File: src/rtl/layer_scheduler_pkg.sv
// rtl/layer_scheduler_pkg.sv - shared fixed-point types and constants for the layer scheduler
package layer_scheduler_pkg;

  localparam int INTEGER_WIDTH  = 8;
  localparam int FRACTION_WIDTH = 8;
  localparam int CLOCK_PERIOD   = 10;
  localparam int RESET_PERIOD   = 30;

  typedef logic signed [INTEGER_WIDTH-1:-FRACTION_WIDTH] fixed_t;

  typedef enum logic [1:0] {
    ACT_NONE,
    ACT_RELU,
    ACT_SIGMOID
  } activation_type;

  // Neuron select width; a single-neuron layer still carries a 1-bit index.
  function automatic int idx_width(input int n);
    return (n > 1) ? $clog2(n) : 1;
  endfunction

endpackage

File: src/rtl/layer_scheduler_if.sv
// rtl/layer_scheduler_if.sv - handshake between the scheduler and the shared neuron datapath
interface layer_scheduler_if #(
  parameter int IDX_W = 4
);

  logic                         neuron_go;
  logic [IDX_W-1:0]             neuron_index;
  logic                         neuron_done;
  layer_scheduler_pkg::fixed_t  neuron_out;

  // The scheduler drives go/index and consumes the neuron result.
  modport master (
    output neuron_go,
    output neuron_index,
    input  neuron_done,
    input  neuron_out
  );

  // The shared neuron sees go/index and returns done/result.
  modport slave (
    input  neuron_go,
    input  neuron_index,
    output neuron_done,
    output neuron_out
  );

endinterface

File: src/rtl/layer_scheduler.sv
// rtl/layer_scheduler.sv - time-multiplexes one shared neuron over a layer; LAYER_SCHEDULER_TIMEOUT_EN adds a WAIT watchdog
module layer_scheduler
  import layer_scheduler_pkg::*;
#(
  parameter int NUM_NEURONS = 10
`ifdef LAYER_SCHEDULER_TIMEOUT_EN
  ,
  parameter int TIMEOUT_CYCLES = 512
`endif
) (
  input  logic              clock,
  input  logic              reset,
  input  logic              inputs_ready,
  layer_scheduler_if.master nif,
  output fixed_t            outputs [NUM_NEURONS],
  output logic              output_ready,
  output logic              busy
`ifdef LAYER_SCHEDULER_TIMEOUT_EN
  ,
  output logic              timeout_err
`endif
);

  localparam int               IDX_W      = idx_width(NUM_NEURONS);
  localparam logic [IDX_W-1:0] LAST_INDEX = IDX_W'(NUM_NEURONS - 1);

  typedef enum logic [2:0] {
    IDLE,
    START,
    WAIT,
    STORE,
    DONE
  } state_t;

  state_t           state;
  logic [IDX_W-1:0] index;
  logic             go;

`ifdef LAYER_SCHEDULER_TIMEOUT_EN
  localparam int               WCNT_W    = $clog2(TIMEOUT_CYCLES + 1);
  localparam logic [WCNT_W-1:0] WCNT_LAST = WCNT_W'(TIMEOUT_CYCLES - 1);
  logic [WCNT_W-1:0] wait_count;
`endif

  assign nif.neuron_go    = go;
  assign nif.neuron_index = index;

  // Layer sequencer: go is low only in START, so a stale done from the previous
  // neuron is never sampled and the neuron sees exactly one low cycle per neuron.
  always_ff @(posedge clock) begin
    if (reset) begin
      state        <= IDLE;
      index        <= '0;
      go           <= 1'b0;
      output_ready <= 1'b0;
      busy         <= 1'b0;
      for (int i = 0; i < NUM_NEURONS; i++) outputs[i] <= '0;
`ifdef LAYER_SCHEDULER_TIMEOUT_EN
      timeout_err  <= 1'b0;
      wait_count   <= '0;
`endif
    end else begin
      case (state)
        IDLE: begin
          if (inputs_ready) begin
            state <= START;
            index <= '0;
            busy  <= 1'b1;
`ifdef LAYER_SCHEDULER_TIMEOUT_EN
            timeout_err <= 1'b0;
`endif
          end
        end
        START: begin
          go    <= 1'b1;
          state <= WAIT;
`ifdef LAYER_SCHEDULER_TIMEOUT_EN
          wait_count <= '0;
`endif
        end
        WAIT: begin
          if (nif.neuron_done) begin
            outputs[index] <= nif.neuron_out;
            state          <= STORE;
`ifdef LAYER_SCHEDULER_TIMEOUT_EN
          end else if (wait_count == WCNT_LAST) begin
            outputs[index] <= '0;
            timeout_err    <= 1'b1;
            state          <= STORE;
          end else begin
            wait_count <= wait_count + 1'b1;
`endif
          end
        end
        STORE: begin
          go <= 1'b0;
          if (index == LAST_INDEX) begin
            state        <= DONE;
            busy         <= 1'b0;
            output_ready <= 1'b1;
          end else begin
            index <= index + 1'b1;
            state <= START;
          end
        end
        DONE: begin
          if (!inputs_ready) begin
            state        <= IDLE;
            output_ready <= 1'b0;
          end
        end
        default: state <= IDLE;
      endcase
    end
  end

endmodule
File: src/flat_wrapper.sv
// flat-port wrapper written by rule: the top's interface ports become plain ports
module layer_scheduler_flat import layer_scheduler_pkg::*;
#(
  parameter int NUM_NEURONS = 10

)
  (clock, reset, inputs_ready, outputs, output_ready, busy, nif_neuron_go, nif_neuron_index, nif_neuron_done, nif_neuron_out);
  layer_scheduler_if nif_i ();
  input  logic clock;
  input  logic reset;
  input  logic inputs_ready;
  output fixed_t outputs[NUM_NEURONS];
  output logic output_ready;
  output logic busy;
  output wire logic [$bits(nif_i.neuron_go)-1:0] nif_neuron_go;
  output wire logic [$bits(nif_i.neuron_index)-1:0] nif_neuron_index;
  input wire logic [$bits(nif_i.neuron_done)-1:0] nif_neuron_done;
  input wire logic [$bits(nif_i.neuron_out)-1:0] nif_neuron_out;
  assign nif_neuron_go = nif_i.neuron_go;
  assign nif_neuron_index = nif_i.neuron_index;
  assign nif_i.neuron_done = nif_neuron_done;
  assign nif_i.neuron_out = nif_neuron_out;
  layer_scheduler #(.NUM_NEURONS(NUM_NEURONS)) u_core (.clock(clock), .reset(reset), .inputs_ready(inputs_ready), .nif(nif_i), .outputs(outputs), .output_ready(output_ready), .busy(busy));
endmodule
File: config.mk
export PLATFORM = sky130hd
export DESIGN_NAME = layer_scheduler_flat
export DESIGN_NICKNAME = d
export VERILOG_FILES = /design/src/rtl/layer_scheduler_pkg.sv /design/src/rtl/layer_scheduler_if.sv /design/src/rtl/layer_scheduler.sv /design/src/flat_wrapper.sv
export SDC_FILE = /design/constraint.sdc
export NUM_CORES = 1
export LEC_CHECK = 0
export CAP_MARGIN = 20
export CELL_PAD_IN_SITES_DETAIL_PLACEMENT = 0
export CELL_PAD_IN_SITES_GLOBAL_PLACEMENT = 1
export CORE_ASPECT_RATIO = 0.6
export CORE_MARGIN = 1
export CORE_UTILIZATION = 39
export CTS_CLUSTER_DIAMETER = 200
export DETAILED_ROUTE_END_ITERATION = 12
export PLACE_DENSITY = 0.95
export RECOVER_POWER = 50
export SYNTH_ARGS = -nofsm -noshare
export SYNTH_HDL_FRONTEND = slang
export SYNTH_SLANG_ARGS = --single-unit
export TNS_END_PERCENT = 50
File: constraint.sdc
create_clock -name clock -period 2.96 [get_ports clock]
set_input_delay 0.592 -clock clock [delete_from_list [all_inputs] [get_ports clock]]
set_output_delay 0.592 -clock clock [all_outputs]
set_load 0.03 [all_outputs]
==> flow_summary.json <==
{
  "status": "complete, no violations",
  "hold_violations": 0,
  "drive_above_1_share_pct": 6.45,
  "start_util_pct": 40.8,
  "netlist_area_mm2": 0.00639,
  "cts_setup_buffers": 0,
  "antenna_found_initial": 0,
  "max-slew-margin-rel_pct": 38.6,
  "maxCapViolCount": 0,
  "detail-route-antenna-nets": 0,
  "gp_congestion": 0.793,
  "final.min_clock_period_ns": 2.54,
  "fin_nets": 802,
  "wire_per_inst_um": 19.0,
  "grt.total_usage_pct": 22.5,
  "path_max_fanout": 12,
  "pwr-share-seq_pct": 48.5,
  "slew_viol_final": 0,
  "total_power_mw": 4.78,
  "p_per_area_mw_per_mm2": 535,
  "grt_max_degree": 61,
  "rr_worst_depth": 3,
  "cts-hold-fix-buffers": 0,
  "multi_input_area_mm2": 0.00273,
  "placedCellCount": 962,
  "clk_latency_ns": 0.41,
  "wirelength_um": 18900,
  "rsz0062_at_grt": "no",
  "synthDistinctLibCells": 37,
  "place.port_buffers": 186,
  "core_mm2": 0.0157,
  "syn_inst": 601,
  "ys.flop_type": "dfxtp_1",
  "clkTransAtPathRegs_ns": 0.07,
  "dpl.hpwl_um": 12900,
  "pin_count": 187,
  "grt_pass1_wl_um": 28800,
  "start_kind": "input pin",
  "die_area_mm2": 0.0169,
  "vias": 5052,
  "synth_top_area_cell": "dfxtp_1",
  "r2r_setup_slack_ns": 0.64,
  "cp_slowest_cell": "and4bb_1",
  "drt_iter0_markers": 355,
  "syn_area_per_cell_um2": 10.6,
  "crit_chain": "dlygate4sd3_1, and4bb_1, and3_1, mux2i_1",
  "ff_latch_area_mm2": 0.00340,
  "synth-edff-count": 0,
  "dpl_cell_area_mm2": 0.00836,
  "syn2layout_area_growth_pct": 39.6,
  "cts.sinks": 170,
  "diodes": 0,
  "critical_path_class": "in2reg",
  "dr.pass1.iters": 5,
  "ys_warn_count": 0,
  "p_int_mw": 3.58,
  "synthTopCellsByArea": "dfxtp_1, mux2i_1, nand2_1",
  "htreeDepth": 4,
  "numCtsBuffers": 17,
  "holdPathStages": 2,
  "fin_skew_ns": 0.0127,
  "cpPeakStageDelay_ns": 0.83,
  "synthArstFlopShare_pct": 0,
  "fin_cells": 994,
  "die_h_um": 101,
  "tns_ns": 0,
  "die_w_um": 167,
  "swShare_pct": 25.1,
  "vias_per_cell": 5.08,
  "cp-end-kind": "flop",
  "cp.arrival_ns": 2.87,
  "clock_path_buffers": 2,
  "net-switching-power_mw": 1.20,
  "yosysSeqAreaShare_pct": 53.2,
  "fin_hold_ws_ns": 0.459,
  "p_leak_nw": 4.09,
  "setup_viol": 0,
  "synth-seq-cells": 170,
  "nFillCells": 1372,
  "place_ws_ns": 0.506,
  "setup_slack_ns": 0.420,
  "post_cts_resized": 0,
  "required_ns": 3.29,
  "hp-class": "reg2reg",
  "design_area_mm2": 0.00892,
  "final_util_pct": 56.9,
  "comb_power_share_pct": 5.2,
  "fmax_mhz": 394,
  "power.share.clock_pct": 46.3,
  "num_rows": 35,
  "drc": 0,
  "cts_root_buf": "clkbuf_16",
  "post-route-period-util_pct": 85.8,
  "worst-slew-pin-transition_ns": 0.921,
  "grt_pass1_vias": 5158,
  "max-vdd-ir-drop_mv": 0.394,
  "synth_top_cell_area_share_pct": 53.2,
  "overflow": 0,
  "syn-num-nets": 625,
  "cts_tree": "built"
}
==> cell usage in the layout, fill, tap and decap left out, types with 2 or more instances in the layout <==
cell             netlist  layout
a21oi_1                5       5
and3_1                 2       2
and3b_1                2       2
buf_4                  0       6
clkbuf_1              18       2
clkbuf_16              0      17
clkdlybuf4s50_1        0     175
clkinv_2               0       2
clkinvlp_4             0       2
dfxtp_1              170     170
dlygate4sd3_1          0      11
ha_1                   4       4
inv_1                  4       4
inv_6                  0       7
inv_8                  0       3
mux2i_1              161     161
nand2_1              178     178
nand3_1                3       3
nand3_4                8       8
nand3b_1               2       2
nor2_1                 2       2
nor2b_1                2       2
nor3_1                 2       2
o21ai_0                2       2
o31ai_1                2       2
==> cell usage after synthesis, types with 2 or more instances <==
master and instances:
buf_2 7, and3_1 2, o21ai_0 2, nand2_1 178, nand3b_1 2, clkbuf_1 18
ha_1 4, o31ai_1 2, nor2b_1 2, nor3_1 2, dfxtp_1 170, a21oi_1 5
and3b_1 2, inv_1 4, nand3_4 8, nor2_1 2, mux2i_1 161, nand3_1 3
buf_6 9
==> layer usage <==
layer	track usage, %	share of wire [%]	up-vias
li1	-	-	2383
met5	0	0	-
met2	35.3	43	172
met1	29.3	47	2482
met4	5.58	0.97	0
met3	8.56	8.8	15
==> final timing paths <==
kind                            from            endpoint
hold / removal    u_core.outputs[21]  u_core.outputs[21]
hold reg to reg   u_core.outputs[21]  u_core.outputs[21]
setup reg to reg     u_core.state[1]  u_core.outputs[50]
setup / recovery     nif_neuron_done  u_core.outputs[50]
==> layout make-up <==
type / count / area share [%]
Tap cell: 203 / 2.85
Multi-Input combinational cell: 389 / 30.6
Clock inverter: 15 / 1.68
Inverter: 5 / 0.238
Sequential cell: 170 / 38.1
Clock buffer: 17 / 4.77
Timing Repair Buffer: 195 / 21.7
==> registers in the layout, indices dropped and copies added, names as in the netlist <==
register / cells
u_core.nif.neuron_index: 4
u_core.outputs: 160
u_core.busy: 1
u_core.state: 3
u_core.nif.neuron_go: 1
u_core.output_ready: 1
==> critical path, delay by kind of cell <==
kind          cells  cell delay, ns
simple gates      2            1.43
buf+inv           1            0.57
mux               1            0.27
==> cells by family (layout without fill, tap and decap cells) <==
group,Yosys count,in the layout,share of synthesized area (%)
AOI/OAI and AO/OA,15,15,1.61
DFF,170,170,53.2
xor gates and xnor gates,1,1,0.137
muxes,161,161,25.2
adders and majority gates,4,4,0.783
and+or+nand+nor,208,208,15.1
buffers and inverters,42,232,3.93
==> power groups by stage <==
stage          logic, mW  clock network, mW  registers, mW
6_report           0.246               2.21           2.32
4_1_cts            0.248               2.24           2.32
2_1_floorplan      0.126                  0           2.39
3_3_place_gp       0.241                  0           2.37
5_1_grt            0.260               2.34           2.32
3_5_place_dp       0.247                  0           2.37
Power figures use the tool's default switching activity.
